**src/rtl/stack_access_ctrl_pkg.sv**
```systemverilog
// Shared constants for the CALL/RET stack sequencer.
// SP op codes must match the stackPointer decoder.
package stack_access_ctrl_pkg;

  localparam logic [1:0] SP_DEF  = 2'b00;
  localparam logic [1:0] SP_POP  = 2'b01;
  localparam logic [1:0] SP_PUSH = 2'b10;

  localparam logic [2:0] S_IDLE     = 3'd0;
  localparam logic [2:0] S_PUSH_WR  = 3'd1;
  localparam logic [2:0] S_POP_RD   = 3'd2;
  localparam logic [2:0] S_POP_WAIT = 3'd3;
  localparam logic [2:0] S_RESP     = 3'd4;

endpackage

```
**src/rtl/stack_access_ctrl.sv**
```systemverilog
// CALL/RET stack sequencer: drives stackPointer op, data-memory
// strobes and a valid/ready response. Bounds checked against raw SP.
module stack_access_ctrl
  import stack_access_ctrl_pkg::*;
#(
  parameter int STACK_BASE  = 222,
  parameter int STACK_LIMIT = 256,
  parameter int DW          = 32
) (
  input  logic          clock,
  input  logic          reset,
  input  logic          req_valid,
  output logic          req_ready,
  input  logic          req_push,
  input  logic [DW-1:0] req_data,
  input  logic [DW-1:0] sp,
  output logic [1:0]    sp_op,
  output logic [DW-1:0] mem_addr,
  output logic          mem_wr_en,
  output logic          mem_rd_en,
  output logic [DW-1:0] mem_wdata,
  input  logic [DW-1:0] mem_rdata,
  output logic          rsp_valid,
  input  logic          rsp_ready,
  output logic [DW-1:0] rsp_data,
  output logic          rsp_err,
  output logic          ovf_sticky,
  output logic          udf_sticky
);

  localparam logic [DW-1:0] LP_BASE  = DW'(STACK_BASE);
  localparam logic [DW-1:0] LP_LIMIT = DW'(STACK_LIMIT);
  localparam logic [DW-1:0] LP_ONE   = DW'(1);

  logic [2:0]    r_state;
  logic [1:0]    r_sp_op;
  logic [DW-1:0] r_addr;
  logic          r_wr_en;
  logic          r_rd_en;
  logic [DW-1:0] r_wdata;
  logic          r_rsp_valid;
  logic [DW-1:0] r_rsp_data;
  logic          r_rsp_err;
  logic          r_ovf;
  logic          r_udf;

  logic          w_ovf;
  logic          w_udf;
  logic [DW-1:0] w_sp_dec;

  assign w_ovf    = sp >= LP_LIMIT;
  assign w_udf    = sp <= LP_BASE;
  assign w_sp_dec = sp - LP_ONE;

  always_ff @(posedge clock or negedge reset) begin
    if (!reset) begin
      r_state     <= S_IDLE;
      r_sp_op     <= SP_DEF;
      r_addr      <= '0;
      r_wr_en     <= 1'b0;
      r_rd_en     <= 1'b0;
      r_wdata     <= '0;
      r_rsp_valid <= 1'b0;
      r_rsp_data  <= '0;
      r_rsp_err   <= 1'b0;
      r_ovf       <= 1'b0;
      r_udf       <= 1'b0;
    end else begin
      unique case (r_state)
        S_IDLE: begin
          if (req_valid) begin
            // Errors skip memory and SP entirely
            if (req_push && w_ovf) begin
              r_rsp_err   <= 1'b1;
              r_rsp_data  <= '0;
              r_rsp_valid <= 1'b1;
              r_ovf       <= 1'b1;
              r_state     <= S_RESP;
            end else if (!req_push && w_udf) begin
              r_rsp_err   <= 1'b1;
              r_rsp_data  <= '0;
              r_rsp_valid <= 1'b1;
              r_udf       <= 1'b1;
              r_state     <= S_RESP;
            end else if (req_push) begin
              r_wr_en <= 1'b1;
              r_addr  <= sp;
              r_wdata <= req_data;
              r_sp_op <= SP_PUSH;
              r_state <= S_PUSH_WR;
            end else begin
              r_rd_en <= 1'b1;
              r_addr  <= w_sp_dec;
              r_sp_op <= SP_POP;
              r_state <= S_POP_RD;
            end
          end
        end
        S_PUSH_WR: begin
          r_wr_en     <= 1'b0;
          r_sp_op     <= SP_DEF;
          r_rsp_data  <= '0;
          r_rsp_err   <= 1'b0;
          r_rsp_valid <= 1'b1;
          r_state     <= S_RESP;
        end
        S_POP_RD: begin
          r_rd_en <= 1'b0;
          r_sp_op <= SP_DEF;
          r_state <= S_POP_WAIT;
        end
        S_POP_WAIT: begin
          r_rsp_data  <= mem_rdata;
          r_rsp_err   <= 1'b0;
          r_rsp_valid <= 1'b1;
          r_state     <= S_RESP;
        end
        S_RESP: begin
          if (rsp_ready) begin
            r_rsp_valid <= 1'b0;
            r_state     <= S_IDLE;
          end
        end
        default: r_state <= S_IDLE;
      endcase
    end
  end

  assign req_ready  = (r_state == S_IDLE);
  assign sp_op      = r_sp_op;
  assign mem_addr   = r_addr;
  assign mem_wr_en  = r_wr_en;
  assign mem_rd_en  = r_rd_en;
  assign mem_wdata  = r_wdata;
  assign rsp_valid  = r_rsp_valid;
  assign rsp_data   = r_rsp_data;
  assign rsp_err    = r_rsp_err;
  assign ovf_sticky = r_ovf;
  assign udf_sticky = r_udf;

endmodule

```
**config.mk**
```make
export PLATFORM = sky130hd
export DESIGN_NAME = stack_access_ctrl
export DESIGN_NICKNAME = d
export VERILOG_FILES = /design/src/rtl/stack_access_ctrl_pkg.sv /design/src/rtl/stack_access_ctrl.sv
export SDC_FILE = /design/constraint.sdc
export NUM_CORES = 1
export LEC_CHECK = 0
export CORE_MARGIN = 1
export CORE_UTILIZATION = 38
export CTS_CLUSTER_SIZE = 12
export DETAILED_ROUTE_END_ITERATION = 16
export HOLD_SLACK_MARGIN = 0.08
export PLACE_DENSITY = 0.76
export SKIP_LAST_GASP = 1
export SLEW_MARGIN = 20
export SYNTH_ARGS = -nofsm -noshare
export SYNTH_HDL_FRONTEND = slang
export SYNTH_SLANG_ARGS = --single-unit
```
**constraint.sdc**
```tcl
create_clock -name clock -period 1.95 [get_ports clock]
set_input_delay 0.39 -clock clock [delete_from_list [all_inputs] [get_ports clock]]
set_output_delay 0.39 -clock clock [all_outputs]
set_load 0.02 [all_outputs]
```
==> impl_results.md <==
- Status: finished with violations
- Failing checks: negative setup slack
- Pre-antenna DRT Iters: 4
- Critical-path top delay cell: or4_4
- Fin Setup TNS: -53.39 ns
- TritonCTS clock tree: done
- Synth Warn #: 0
- Final wirelength: 15.6 mm
- Area contributors post-synth: dfrtp_1, mux2_2, a22o_1
- Met3 Use GR: 6.48%
- Leak pwr: 3.82 nW
- Hold Path Class: in -> reg
- Top_reg_cell synth: dfrtp_1
- Synth cell types: 46
- Met2 usage: 41.3%
- Gpl congestion: 0.811
- Buffers & Inverters on Critical Path: 4
- RSZ-0062 raised after global routing: yes
- R2r setup slk: 0 ns
- Slew Viols, Final: 0
- Pwr Density: 1140 nW/µm²
- Vias in the first global route: 4296
- First-pass GRT wire length: 23.2 mm
- Layout area overhead: 79.2%
- Final Cycle Share: 129%
- Yosys top cell by area: dfrtp_1
- Average size of a mapped cell: 13.0 µm²
- Worst Hold Depth: 3
- First DRT Iteration DRCs: 193
- Setup violators final: 107
- CTS max path bufs: 2
- Vias: 4137
- Total I/O pin count: 206
- Synth Instances: 363
- Max Fclk: 397 MHz
- Worst-margin pin slew: 0.548 ns
- Die X: 114 µm
- Clock skew: 0.00523 ns
- Routing usage on met1: 28.2%
- Vias/cell: 5.00
- Maximum VDD drop: 0.693 mV
- Worst EP arrival: 2.76 ns
- H-tree levels: 3
- Worst Reg2Reg Path Length in Cells: 8
- GR peak layer: met2
- FF-to-FF Start: r_state[1]$_DFFE_PN0P_
- Total Nets Final: 758
- Largest delay share family, worst path: simple AND/OR/NAND/NOR gates
- Endpoint type of the worst setup path: flip-flop
- Root buffer cell: clkbuf_16
- Maximum single-stage delay on the critical path: 0.52 ns
- CP Data Required Time: 2.19 ns
- Initial antenna violation count: 0
- Row Count: 40
- ANT nets after route: 0
- Placed cells: 784
- Worst slack, placed: -1.43 ns
- Layout cells sized above 1: 31.4%
- Initial Utilization: 39.3%
- Mapped Nets: 466
- Die Footprint: 12900 µm²
- CP Launch Type: input port
- Slew margin rel.: 63.1%
- Yosys reg bits: 107
- Final Hold Viols: 0
- Core region area: 12100 µm²
- Total power: 9.70 mW
- # DRC: 0
- Total GRT Usage: 23.7%
- Netlist Area Pre-Place: 4740 µm²
- Post-synth EDFFs: 0
- Async SR Flop Fraction: 100%
- DR WL/cell: 18.9 µm
- Sequential fraction of the synthesis area: 56.5%
- Clk slew on worst S/H paths: 0.07 ns
- Gr ovfl total: 0
- Worst skew pair latency: 0.36 ns
- Tmin final: 2.52 ns
- Top cell type's share of synthesized area: 56.5%
- Clock sink count: 107
- Max FO, Critical Path: 5
- Layout fillers: 845
- DP Wirelength: 9.86 mm
- Hold Path Origin: sp[27]
- Port Buffers: 205
- Largest net degree at the start of global routing: 66
- Critical path cell sequence: buf_6, or4_4, or4_4, or3_4, nor3_4, buf_6, buf_12, buf_12, mux2_4
- Die Height: 114 µm
- RR Endpoint: mem_addr[15]$_DFFE_PN0P_
- MaxCap Viol Count: 0
- Antenna cell count: 0
- Worst path depth: 9
- Setup WS post-layout: -0.569 ns
- Min-Delay Endpoint: mem_addr[27]$_DFFE_PN0P_
- Fin cells: 828
- CTS buffer count: 9
- Crit path kind: in -> reg
==> cell usage in the layout, fill, tap and decap left out, types with 12 or more instances in the layout <==
| master | instances |
|---|---|
| nor2_1 | 13 |
| mux2_4 | 56 |
| dfrtp_1 | 107 |
| inv_1 | 12 |
| clkbuf_16 | 14 |
| xor2_1 | 17 |
| nand2_1 | 17 |
| clkdlybuf4s50_1 | 183 |
| buf_4 | 61 |
| xnor2_1 | 14 |
| nor4_1 | 13 |
| buf_6 | 17 |
| a22o_1 | 32 |
==> final cells by class <==
| type | count | area [µm²] | share of cell area [%] |
|---|---|---|---|
| clock buffer | 10 | 239 | 2.82 |
| clock inverter | 6 | 53.8 | 0.634 |
| inverter | 12 | 45.0 | 0.531 |
| multi-input combinational | 227 | 2220 | 26.2 |
| sequential | 107 | 2680 | 31.5 |
| tap | 168 | 210 | 2.48 |
| timing repair buffer | 298 | 3040 | 35.8 |
==> kinds of logic (layout without fill, tap and decap cells) <==
kind of cell	after synthesis	in the layout	share of synthesized area, %
flops	107	107	56.5
simple gates	80	80	10.0
mux	64	64	15.2
compound gates	50	50	8.90
xor+xnor	31	31	5.73
buf+inv	29	326	3.14
fa+ha+maj	2	2	0.528
==> synth_stat cells, types with 5 or more instances <==
library cell / number
nor2_1: 13
mux2_2: 45
nor4_1: 13
or4_1: 6
mux2_1: 17
xor2_1: 17
xnor2_1: 14
dfrtp_1: 107
nand2_1: 17
inv_1: 12
or3_1: 5
a22o_1: 32
clkbuf_1: 6
buf_2: 5
==> registers in the layout, indices dropped and copies added, names as in the netlist <==
signal      count
udf_sticky      1
mem_rd_en       1
r_state         3
rsp_err         1
rsp_valid       1
rsp_data       32
mem_addr       32
mem_wr_en       1
mem_wdata      32
ovf_sticky      1
sp_op           2
==> where the power goes <==
group	switching [mW]	total (mW)	internal, mW
registers	0.394	3.27	2.88
logic	2.07	4.62	2.55
clock network	0.883	1.81	0.927
==> worst min-delay path, delay by kind of cell <==
kind,cells,cell delay [ns]
xor gates and xnor gates,1,0.12
buffers and inverters,1,0.12
muxes,1,0.07
==> metrics by stage <==
stage / area, µm² / util (%) / hold slack [ns]
after global placement: 7470 / 62.0 / 0.392
after floorplan: 4810 / - / 0.0944
final: 8490 / 70.4 / 0.385
after detailed placement: 7470 / 62.0 / 0.403
after global routing: 8490 / 70.4 / 0.412
after CTS: 8260 / 68.5 / 0.363
==> worst max-delay path by stage <==
stage / start / endpoint
floorplan: sp[23] / mem_wdata[10]$_DFFE_PN0P_
global placement: sp[23] / mem_wdata[13]$_DFFE_PN0P_
detailed placement: sp[23] / mem_wdata[29]$_DFFE_PN0P_
CTS: sp[24] / mem_wdata[31]$_DFFE_PN0P_
global route: sp[24] / mem_wdata[16]$_DFFE_PN0P_
finish: sp[24] / mem_wdata[16]$_DFFE_PN0P_
==> per-layer routing <==
layer,part of all wire (%),vias to the layer above
li1,-,1907
met1,39,2040
met2,51,166
met3,7.6,24
met4,2.4,0
met5,0,-
==> repair_timing <==
item	in CTS	in global routing
setup endpoints to repair	108	107
gates resized for setup	121	46
setup buffers	17	4
hold buffers	1	0
cloned	6	5
endpoints found under the hold margin	84	0
pin swaps	16	15
(Power assumes the default switching activity.)
